===== config.mk =====
export PLATFORM = sky130hd
export DESIGN_NAME = glitch_sequencer
export DESIGN_NICKNAME = d
export VERILOG_FILES = /design/src/rtl/glitch_sequencer.sv
export SDC_FILE = /design/constraint.sdc
export NUM_CORES = 1
export LEC_CHECK = 0
export ABC_AREA = 1
export BUFFER_PORTS_ARGS = -buffer_cell sky130_fd_sc_hd__buf_4
export CAP_MARGIN = 40
export CORE_MARGIN = 8
export CORE_UTILIZATION = 52
export CTS_BUF_LIST = sky130_fd_sc_hd__clkbuf_8
export DETAILED_ROUTE_END_ITERATION = 8
export GPL_ROUTABILITY_DRIVEN = 1
export PLACE_DENSITY = 0.78
export SLEW_MARGIN = 10
export SYNTH_ARGS = -nofsm -noshare
export SYNTH_HDL_FRONTEND = slang
export SYNTH_SLANG_ARGS = --single-unit

===== constraint.sdc =====
create_clock -name clk -period 1.73 [get_ports clk]
set_input_delay 0.173 -clock clk [delete_from_list [all_inputs] [get_ports clk]]
set_output_delay 0.173 -clock clk [all_outputs]
set_load 0.02 [all_outputs]

===== src/rtl/glitch_sequencer.sv =====
// Programmable glitch/parallel-output sequencer driven by an external instruction ROM.
// Each word either drives a byte plus glitch strobe for a timed interval, jumps, waits on a trigger, or halts.
module glitch_sequencer #(
    parameter int ADDR_W  = 8,
    parameter int DELAY_W = 32
) (
    input  logic               clk,
    input  logic               reset,
    input  logic               start,
    input  logic               abort,
    input  logic               trigger,
    output logic [ADDR_W-1:0]  instr_pt,
    input  logic [11:0]        instr,
    input  logic [DELAY_W-1:0] delay_len,
    output logic [7:0]         parallel_out,
    output logic               glitch,
    output logic               busy,
    output logic               done
);

    typedef enum logic [2:0] {
        S_IDLE,
        S_FETCH,
        S_EXEC,
        S_WAITTRIG,
        S_DONE
    } state_t;

    localparam logic [2:0] OP_OUT      = 3'b000;
    localparam logic [2:0] OP_JUMP     = 3'b010;
    localparam logic [2:0] OP_WAITTRIG = 3'b011;

    state_t             state;
    state_t             state_next;
    logic [ADDR_W-1:0]  pt_next;
    logic [7:0]         pout_next;
    logic               glitch_next;
    logic [DELAY_W-1:0] cnt;
    logic [DELAY_W-1:0] cnt_next;

    logic [2:0]         opcode;
    logic [7:0]         data_byte;
    logic               glitch_bit;
    logic [ADDR_W-1:0]  jump_target;
    logic [DELAY_W-1:0] delay_load;

    assign opcode      = instr[11:9];
    assign data_byte   = instr[8:1];
    assign glitch_bit  = instr[0];
    assign jump_target = ADDR_W'(data_byte);
    // A zero delay still occupies one EXEC cycle.
    assign delay_load  = (delay_len == '0) ? DELAY_W'(1) : delay_len;

    assign busy = (state != S_IDLE) && (state != S_DONE);
    assign done = (state == S_DONE);

    always_ff @(posedge clk) begin
        if (reset) begin
            state        <= S_IDLE;
            instr_pt     <= '0;
            parallel_out <= '0;
            glitch       <= 1'b0;
            cnt          <= '0;
        end else begin
            state        <= state_next;
            instr_pt     <= pt_next;
            parallel_out <= pout_next;
            glitch       <= glitch_next;
            cnt          <= cnt_next;
        end
    end

    always_comb begin
        state_next  = state;
        pt_next     = instr_pt;
        pout_next   = parallel_out;
        glitch_next = glitch;
        cnt_next    = cnt;

        if (abort) begin
            state_next  = S_IDLE;
            pt_next     = '0;
            pout_next   = '0;
            glitch_next = 1'b0;
            cnt_next    = '0;
        end else begin
            case (state)
                S_IDLE, S_DONE: begin
                    if (start) begin
                        state_next = S_FETCH;
                        pt_next    = '0;
                    end
                end
                S_FETCH: begin
                    // The ROM word is decoded and captured on the edge that ends FETCH.
                    case (opcode)
                        OP_OUT: begin
                            state_next  = S_EXEC;
                            pout_next   = data_byte;
                            glitch_next = glitch_bit;
                            cnt_next    = delay_load;
                        end
                        OP_JUMP: begin
                            state_next = S_FETCH;
                            pt_next    = jump_target;
                        end
                        OP_WAITTRIG: begin
                            state_next = S_WAITTRIG;
                        end
                        default: begin
                            state_next  = S_DONE;
                            glitch_next = 1'b0;
                        end
                    endcase
                end
                S_EXEC: begin
                    if (cnt <= DELAY_W'(1)) begin
                        state_next  = S_FETCH;
                        pt_next     = instr_pt + ADDR_W'(1);
                        glitch_next = 1'b0;
                        cnt_next    = '0;
                    end else begin
                        cnt_next = cnt - DELAY_W'(1);
                    end
                end
                S_WAITTRIG: begin
                    if (trigger) begin
                        state_next = S_FETCH;
                        pt_next    = instr_pt + ADDR_W'(1);
                    end
                end
                default: begin
                    state_next = S_IDLE;
                end
            endcase
        end
    end

endmodule

# After elaboration in Yosys (flattened, before gate mapping)
# Index checks and enable logic that the tools add are counted.
# totals
inputBits,49
ff_bits,52
# op_classes
muxes,17
magnitude_cmp,1
add_sub_neg,2
n_reduce_logical,15
eq_ne,13
# op_table
cell,n
$mux W32,3
$pmux W32 S2,1
$le A32 B1 Y1 const B,1
$logic_not A32 Y1,1
$mux W8,4
$pmux W8 S4,1
$sub A32 B1 Y32 const B,1
$eq A3 B2 Y1 const B,4
$ne A2 B2 Y1 const B,6
$pmux W3 S4,1
$mux W3,3
$pmux W3 S3,1
$add A8 B1 Y8 const B,1
$logic_not A3 Y1,2
$reduce_and A3 Y1,2
$reduce_or A2 Y1,3
$reduce_and A5 Y1,1
$pmux W1 S2,2
$reduce_and A2 Y1,2
$reduce_bool A4 Y1,1
$eq A3 B1 Y1 const B,1
$eq A3 B3 Y1 const B,1
$ne A3 B3 Y1 const B,1
$reduce_bool A3 Y1,1
3 further kinds,3

# Depth between registers and ports, before layout
# Gate-level depths: netlist of run 1.
# logic_depth
depth_word,4
ltp_mapped,14

# Worst setup path before layout of run 1
# No wires, ideal clock.
# synth_path
kind,reg-to-reg
from,reg cnt[0]
to,reg instr_pt[6]
setup_ns,0.113
period_less_slack_ns,1.662
stages_incl_launch_ff,13
slack_ns,0.068
t_arrival_ns,1.549
path_cell_list,dfxtp_1 > inv_1 > ha_1 > inv_1 > nand2_1 > nand2_1 > nor2_1 > nand3_1 > o21bai_4 > nand3_4 > buf_6 > nor2_1 > nor2_1
# synth_between
elab_chain_len,3
# synth_rtl
item,line,rtl
"start, declared",38,logic [DELAY_W-1:0] cnt;
"start signal, assigned",69,cnt <= cnt_next;
$le A32 B1 Y1,117,if (cnt <= DELAY_W'(1)) begin
$ne A2 B2 Y1 (no source line),--,
$reduce_and A5 Y1 (no source line),--,
"end signal, assigned",66,instr_pt <= pt_next;
"end, declared",12,"output logic [ADDR_W-1:0] instr_pt,"
# Every way passes these cells.
# A chain may end at the register's enable or synchronous reset.

# Worst setup path after layout of run 1
# layout_path
from,reg cnt[0]
to,reg instr_pt[0]
# Same word-level chain as after synthesis.

==> results of run 1 <==
## synthesized netlist by cell type (all sizes together), types with 2 or more instances
library cell and count:
nor3 4, xnor2 5, inv 91, dfxtp 52, or2 2, o21ai 61, nor2 135, buf 10
nand2 161, nand4 7, o21bai 2, a211oi 2, xor2 11, ha 3, a21oi 19, nand3 47
clkbuf 9
## worst max-delay path, stage by stage, from the launching register on
cell	delay, ns
dfxtp_4	0.38
inv_4	0.06
ha_4	0.14
inv_2	0.04
nand2_2	0.05
nand2_1	0.04
nor2_1	0.09
nand3_1	0.11
buf_4	0.16
o21bai_4	0.26
nand3_4	0.20
nand2_2	0.11
nand2_2	0.05
nor2_1	0.09
## state kept, by name (all words and copies together) (netlist names)
register / cells
instr_pt: 8
parallel_out: 8
glitch: 1
cnt: 32
state: 3
## area by class of cell
| cell class | count | area (µm²) | area share [%] |
|---|---|---|---|
| clock buffers | 5 | 68.8 | 1.43 |
| clock inverters | 3 | 22.5 | 0.469 |
| inverters | 91 | 347 | 7.22 |
| multi-input cells | 468 | 2310 | 48.1 |
| flip-flops and latches | 52 | 1050 | 21.8 |
| well taps | 96 | 120 | 2.50 |
| repair buffers | 112 | 886 | 18.4 |
## worst min path at each step
stage | from | end | slack (ns) | cells after the start
floorplan | instr[5] | parallel_out[4] | 0.33 | 2
global placement | instr[8] | parallel_out[7] | 0.44 | 3
detailed placement | instr[3] | parallel_out[2] | 0.45 | 3
CTS | instr[3] | parallel_out[2] | 0.12 | 3
global route | instr[4] | parallel_out[3] | 0.12 | 3
finish | instr[3] | parallel_out[2] | 0.11 | 3
## where the power goes
part | switching, mW | internal (mW)
Sequential | 0.0364 | 1.23
Combinational | 0.641 | 0.451
Clock | 0.451 | 0.291
Total | 1.13 | 1.97
## metrics by stage
step                      utilization, %  hold WS, ns  TNS, ns
final                               70.3        0.115   -0.887
after detailed placement            65.5        0.449    -3.38
after global placement              65.5        0.440    -1.40
after floorplan                        -        0.326        0
after global routing                70.3        0.122    -5.23
after CTS                           68.5        0.119   -0.233
## cells by family (layout without fill, tap and decap cells)
kind of cell | after synthesis | count (layout) | share of synthesized area (%)
AO/OA/AOI/OAI | 91 | 91 | 13.5
flip-flops | 52 | 52 | 28.3
buffers and inverters | 110 | 211 | 12.7
XOR/XNOR | 16 | 16 | 3.81
adder cells (fa/ha/maj) | 3 | 3 | 1.02
AND/OR/NAND/NOR | 356 | 358 | 40.6
## metal layers
layer / track usage (%) / wire length [µm] / vias to the layer above
li1: - / - / 2161
met1: 27.0 / 4950 / 1977
met2: 36.8 / 5260 / 143
met3: 4.01 / 755 / 16
met4: 4.77 / 155 / 0
met5: 0 / 0 / -
## what timing repair did
action / CTS / global route
gates cloned: 2 / 0
pin swaps: 10 / 19
resized for setup: 23 / 27
endpoints found under the setup margin: 37 / 42
buffers inserted: 3 / 5
==> results.txt, run 1 <==
Status: finished, violations left
Failing checks: setup timing
Final HPWL from detailed placement: 7840 µm
Drt initial violations: 290
Vias per Instance: 5.20
Most frequent cells in the layout: nand2_1 (148), nor2_1 (120), buf_4 (107)
Root buf cell: clkbuf_8
Initial Util: 53.8%
Buffer depth of the longest clock path: 2
Reg2reg end: instr_pt[0]
GR Util All Layers: 21.5%
Design Area, Final: 4800 µm²
Clk sinks: 52
CP Launch Point: cnt[0]
Clk slew on worst S/H paths: 0.11 ns
Worst r2r src: cnt[0]
Die height: 100 µm
DIE AREA: 10,000 µm²
Final setup viols: 28
Ports: 68
Largest net degree at the start of global routing: 51
Top FF cell, synth: dfxtp_1
Hold buffer count at cts: 0
Clk_lat worst skew: 0.32 ns
Mapped Avg Cell Area: 5.85 µm²
Remaining DRCs: 0
Max VDD drop: 381 µV
Pwr Density: 645 nW/µm²
Worst slew pin tran: 0.433 ns
Top-area cell type share of the netlist area: 28.3%
GP Congestion: 0.886
Area after DPL: 4480 µm²
Maximum capacitance violations: 0
Final Slew Violations: 0
Tmin final: 1.84 ns
Pleak: 2.56 nW
Post-synth EDFFs: 0
Mean routed wirelength per cell: 13.5 µm
Post-Syn Instances: 628
Crit path max fanout: 8
Yosys top cell by area: dfxtp_1
Cells after DPL: 809
CTS Buf Count: 5
Slew margin rel.: 71.0%
F_max: 0.544 GHz
Syn Nets: 680
Share of cells above drive strength 1: 23.8%
WP data arrival: 2.10 ns
Post-route insts no fill: 827
Area growth from synthesis to layout: 30.7%
Via count: 4,297
Synthesized cell area: 3680 µm²
Synth async-reset ratio: 0%
Core area: 6830 µm²
Global-route wire length before repair: 17,900 µm
CP endpoint kind: register
Final wirelength: 11,100 µm
Cell Rows: 30
Critical path type: register to register
Total power: 3.10 mW
Clock skew: 0.00933 ns
Die width: 100 µm
Final number of hold-violating endpoints: 0
Post-synthesis register bit count: 52
Routed Antenna Nets: 0
Crit path launch type: register
Crit path required time: 1.99 ns
PortBufs: 67
RSZ-0062 raised after global routing: true
Count of different cell masters after synthesis: 38
R2R Setup Slk: -0.11 ns
HP Class: primary input to register
Ys Warns: 0
Leading cell type in the layout, fill and taps excluded: nand2_1
Sequential fraction of the synthesis area: 28.3%
Drt pass-1 iters: 5
H-Tree Depth: 2
# nets final: 782
Crit path to: instr_pt[0]
Worst slack, placed: -0.146 ns
Cells on worst reg2reg path: 13
Crit share post-route: 106%
CTS tree: built
Synth area leaders: dfxtp_1 (28%), nand2_1 (16%), nor2_1 (13%)
Vias in the first global route: 3,939
N_diodes: 0
FILL cells: 616
Worst Slack Setup Final: -0.110 ns
Antenna violations before repair: 0
Gr ovfl total: 0
(Power assumes the default switching activity.)
==> inputs of run 2 (changes only) <==
- clock period: 1.73 -> 1.6 ns (I/O delays scaled with it)
==> run 2 against run 1 <==
The flow still finishes with violations (setup timing). Routed wire length rose by 12%. Count of clock-buffer cells in the layout did not move. Sequential power rose by 7%. Utilization rose by 7.1 points. Register-to-register slack got worse by 0.16 ns. Cell count rose by 3.6%. Maximum frequency fell by 1.4%. Non-clock buffer count rose by 30. Critical path depth did not move. Clock skew rose by 0.0050 ns. Global-route usage rose by 0.81 points. Total power rose by 16%. Critical endpoint unchanged.
==> results.txt, run 2 (synthesis results as in run 1) <==
Worst path depth: 13
Final Slew Violations: 0
Kind of cell adding the most delay to the critical path: simple AND/OR/NAND/NOR gates
Core area: 6830 µm²
Final wirelength: 12,400 µm
PortBufs: 67
Antenna violations before repair: 0
Routed Antenna Nets: 0
Share of cells above drive strength 1: 32.9%
Final number of hold-violating endpoints: 0
Max reg flops: 32
CTS Buf Count: 5
Initial Util: 53.8%
Vias per Instance: 5.28
Crit path to: instr_pt[0]
Die width: 100 µm
Sequential power share: 37.9%
Drt initial violations: 466
Final HPWL from detailed placement: 8080 µm
H-Tree Depth: 2
Remaining DRCs: 0
Clock skew: 0.0144 ns
Gr ovfl total: 0
Setup TNS: -8.67 ns
Crit path required time: 1.87 ns
CTS tree: built
Crit share post-route: 117%
R2R Setup Slk: -0.27 ns
Root buf cell: clkbuf_8
Drt pass-1 iters: 6
Vias in the first global route: 4,058
Final setup viols: 44
Ports: 68
Critical-path cell list: inv_4 > ha_4 > inv_2 > nand2_2 > nand2_4 > nor2_4 > nand3_4 > buf_6 > o21bai_4 > nand3_4 > nand2_2 > nand2_2 > nor2_1
Reg2reg end: instr_pt[0]
Clk_lat worst skew: 0.32 ns
P_sw: 1.38 mW
Pint: 2.21 mW
Clk pwr share: 23.5%
WP data arrival: 2.14 ns
Slew margin rel.: 66.1%
Max VDD drop: 503 µV
Crit path max fanout: 8
Worst Slack Setup Final: -0.265 ns
Tmin final: 1.87 ns
Crit path launch type: register
Most common cell on crit path: nand2_2
Largest net degree at the start of global routing: 51
GR Util All Layers: 22.3%
# nets final: 812
Maximum capacitance violations: 0
Clk slew on worst S/H paths: 0.11 ns
Switching Fraction: 38.3%
Clk sinks: 52
F_max: 0.536 GHz
Global-route wire length before repair: 18,600 µm
DIE AREA: 10,000 µm²
Pleak: 2.77 nW
FILL cells: 499
Final core utilization: 77.4%
Leading cell type in the layout, fill and taps excluded: buf_4
Cells on worst reg2reg path: 13
Status: finished, violations left
Top reg by flops: cnt
Slowest stage delay, CP: 0.38 ns
Worst r2r src: cnt[0]
CP Launch Point: cnt[0]
Mean routed wirelength per cell: 14.5 µm
CP endpoint kind: register
Pwr Density: 679 nW/µm²
HP Class: primary input to register
WHS: 0.0942 ns
Worst path buffer plus inverter count: 3
GP Congestion: 0.925
Critical path type: register to register
Most frequent cells in the layout: buf_4 (130), nand2_1 (125), nor2_1 (116)
RSZ-0062 raised after global routing: true
Area growth from synthesis to layout: 43.8%
Worst path slowest cell: dfxtp_4
Biggest regs: cnt: 32 flops, instr_pt: 8 flops, parallel_out: 8 flops
Cell Rows: 30
Failing checks: setup timing
Die height: 100 µm
N_diodes: 0
Gate power share: 38.6%
Buffer depth of the longest clock path: 2
Worst slew pin tran: 0.508 ns
Via count: 4,528
-- run 2: timing repair --
action                                  CTS  global route
setup buffers                             6             2
cloned                                    1             2
gates resized for setup                  15            90
hold buffers                              0             0
endpoints found under the setup margin   43            44
pin swaps                                 2            32
-- run 2: tightest hold or removal path, stage by stage --
cell and delay, ns:
buf_4 0.08, o21ai_0 0.07, nor2_1 0.08
-- run 2: area by class of cell --
type,count,area (µm²),area share (%)
Clock buffer,5,68.8,1.30
Tap cell,96,120,2.27
Multi-Input combinational cell,468,2520,47.7
Sequential cell,52,1050,19.8
Clock inverter,3,25.0,0.473
Timing Repair Buffer,142,1160,21.9
Inverter,91,347,6.55
-- run 2: per-layer routing --
| layer | track usage [%] | routed length (µm) | up-vias |
|---|---|---|---|
| met3 | 4.36 | 1150 | 16 |
| met1 | 29.0 | 5110 | 2072 |
| met2 | 37.0 | 5980 | 217 |
| met5 | 0 | 0 | - |
| li1 | - | - | 2223 |
| met4 | 4.65 | 174 | 0 |
-- run 2: worst min-delay path by stage --
| stage | startpoint | endpoint | slack, ns | cells past startpoint |
|---|---|---|---|---|
| after floorplan | instr[5] | parallel_out[4] | 0.31 | 2 |
| after global placement | instr[8] | parallel_out[7] | 0.43 | 3 |
| after detailed placement | instr[8] | parallel_out[7] | 0.44 | 3 |
| after CTS | instr[8] | parallel_out[7] | 0.1 | 3 |
| after global routing | instr[3] | parallel_out[2] | 0.12 | 3 |
| final | instr[8] | parallel_out[7] | 0.09 | 3 |
-- run 2: power by group through the flow --
| stage | sequential [mW] | clock, mW | combinational, mW |
|---|---|---|---|
| 3_5_place_dp | 1.39 | 0 | 1.09 |
| 4_1_cts | 1.36 | 0.839 | 1.16 |
| 3_3_place_gp | 1.39 | 0 | 1.07 |
| 2_1_floorplan | 1.41 | 0 | 0.657 |
| 5_1_grt | 1.37 | 0.882 | 1.51 |
| 6_report | 1.36 | 0.843 | 1.39 |
-- run 2: metrics by stage --
step                      cell area, µm²  setup slack (ns)  std cells  power [mW]
after floorplan                     3690           0.00120        628        2.07
after global placement              4720            -0.159        838        2.46
after detailed placement            4720            -0.263        838        2.48
after CTS                           4920            -0.115        853        3.36
after global routing                5290            -0.350        857        3.76
final                               5290            -0.265        857        3.59
==> inputs of run 3 (changes only) <==
- clock period: 1.6 -> 1.7 ns (I/O delays scaled with it)
==> run 3 against run 2 <==
The run still ends with setup timing left. Die area is the same. Utilization shrank 2.7 points. Non-clock buffer count shrank 19. Combinational power shrank 7%. Sequential cell count is the same. Hold slack gained 0.0042 ns. Design area shrank 3.5%. Critical path depth shrank 4. Maximum frequency shrank 2.8%. Sequential share of layout area grew 0.71 points. Clock power shrank 5.8%. Clock skew shrank 0.00086 ns. Critical path type unchanged. Critical endpoint unchanged.
==> results.txt, run 3 (synthesis results as in run 1) <==
Clk slew on worst S/H paths: 0.11 ns
Share of cells above drive strength 1: 29.5%
RSZ-0062 raised after global routing: true
Final Slew Violations: 0
Global-route wire length before repair: 18,700 µm
Clk sinks: 52
FILL cells: 547
GP Congestion: 0.877
Worst Slack Setup Final: -0.220 ns
Crit path launch type: register
Area growth from synthesis to layout: 38.8%
# nets final: 794
Vias in the first global route: 4,181
WP data arrival: 2.18 ns
Hold buffer count at cts: 0
Ports: 68
CTS Buf Count: 5
Slew margin rel.: 67.7%
Critical path type: register to register
N_diodes: 0
Die width: 100 µm
Biggest regs: cnt: 32 flops, instr_pt: 8 flops, parallel_out: 8 flops
Crit share post-route: 113%
Pint: 2.07 mW
Most frequent cells in the layout: nand2_1 (136), nor2_1 (122), buf_4 (113)
Mean routed wirelength per cell: 15.0 µm
Crit path required time: 1.96 ns
Largest net degree at the start of global routing: 51
HP Class: primary input to register
Max reg flops: 32
Final number of hold-violating endpoints: 0
Register area: 1050 µm²
Maximum capacitance violations: 0
Switching Fraction: 38.6%
Clk_lat worst skew: 0.33 ns
Die height: 100 µm
P_sw: 1.30 mW
Vias per Instance: 5.47
Remaining DRCs: 0
Via count: 4,590
Max VDD drop: 427 µV
Leading cell type in the layout, fill and taps excluded: nand2_1
DIE AREA: 10,000 µm²
Antenna violations before repair: 0
R2R Setup Slk: -0.22 ns
Drt initial violations: 380
Total power: 3.37 mW
Status: finished, violations left
Initial Util: 53.8%
Final HPWL from detailed placement: 7990 µm
Multi-input logic area: 2500 µm²
Core area: 6830 µm²
CTS tree: built
Pwr Density: 659 nW/µm²
Clock skew: 0.0135 ns
Failing checks: setup timing
Sequential power share: 38.2%
Cells after DPL: 818
Cell Rows: 30
Drt pass-1 iters: 8
Worst slew pin tran: 0.485 ns
H-Tree Depth: 2
Crit path max fanout: 8
Clk pwr share: 23.6%
Tmin final: 1.92 ns
Root buf cell: clkbuf_8
Gate power share: 38.2%
Routed Antenna Nets: 0
F_max: 0.521 GHz
GR Util All Layers: 22.4%
Gr ovfl total: 0
Pleak: 2.67 nW
Final wirelength: 12,600 µm
Top reg by flops: cnt
Final setup viols: 37
Post-route insts no fill: 839
Buffer depth of the longest clock path: 2
PortBufs: 67
CP endpoint kind: register
[run 3: changes by cell type in the layout (fill, tap and decap cells not counted), moves of 6 or more]
cell | before | now
buf_4 | 130 | 113
nand2_2 | 30 | 17
nand2_1 | 125 | 136
nor2_1 | 116 | 122
nor2_2 | 12 | 6
[run 3: cell type report]
cell class              count  share of cell area, %
clock inverters             3                  0.490
multi-input cells         469                   48.9
clock buffers               5                   1.35
repair buffers            123                   19.6
well taps                  96                   2.35
inverters                  91                   6.79
flip-flops and latches     52                   20.5
[run 3: power groups by stage]
stage               Sequential, mW  Combinational [mW]  Clock, mW
floorplan                     1.33               0.617          0
global placement              1.31               0.967          0
detailed placement            1.31               0.988          0
CTS                           1.28                1.04      0.794
global route                  1.29                1.40      0.845
finish                        1.29                1.29      0.794
[run 3: timing repair]
action                     in CTS  in global routing
gates cloned                    2                  2
gates resized for setup        22                 76
setup endpoints to repair      41                 44
setup buffers                   3                  6
pin swaps                      11                 22
[run 3: metal layers]
layer	track usage, %	routed length [µm]	up-vias
met5	0	0	-
met4	7.21	519	0
met3	4.22	1190	54
met2	36.7	5830	266
met1	28.7	5030	2072
li1	-	-	2198
[run 3: final timing paths]
| check | endpoint | cells after the start | start |
|---|---|---|---|
| worst max-delay path | instr_pt[0] | 9 | cnt[2] |
| worst min-delay path | parallel_out[7] | 3 | instr[8] |
| worst max register to register | instr_pt[0] | 9 | cnt[2] |
| worst min register to register | parallel_out[5] | 2 | parallel_out[5] |
[run 3: stage by stage]
| stage | worst slack [ns] | cell area, µm² | TNS [ns] | hold slack, ns | util (%) |
|---|---|---|---|---|---|
| final | -0.220 | 5100 | -3.32 | 0.0984 | 74.7 |
| after global routing | -0.295 | 5100 | -7.62 | 0.110 | 74.7 |
| after floorplan | 0.0379 | 3680 | 0 | 0.323 | - |
| after global placement | -0.0961 | 4550 | -2.27 | 0.436 | 66.5 |
| after CTS | -0.109 | 4740 | -1.65 | 0.106 | 69.5 |
| after detailed placement | -0.197 | 4550 | -5.32 | 0.448 | 66.5 |
[run 3: worst max-delay path, cell delays in order, from the launching register on]
cell,delay (ns)
dfxtp_1,0.36
nor2_1,0.26
nand3_1,0.12
nor2_1,0.13
nand2_1,0.17
o21bai_4,0.33
nand3_4,0.19
nand2_1,0.11
nand2_1,0.07
nor2_1,0.11
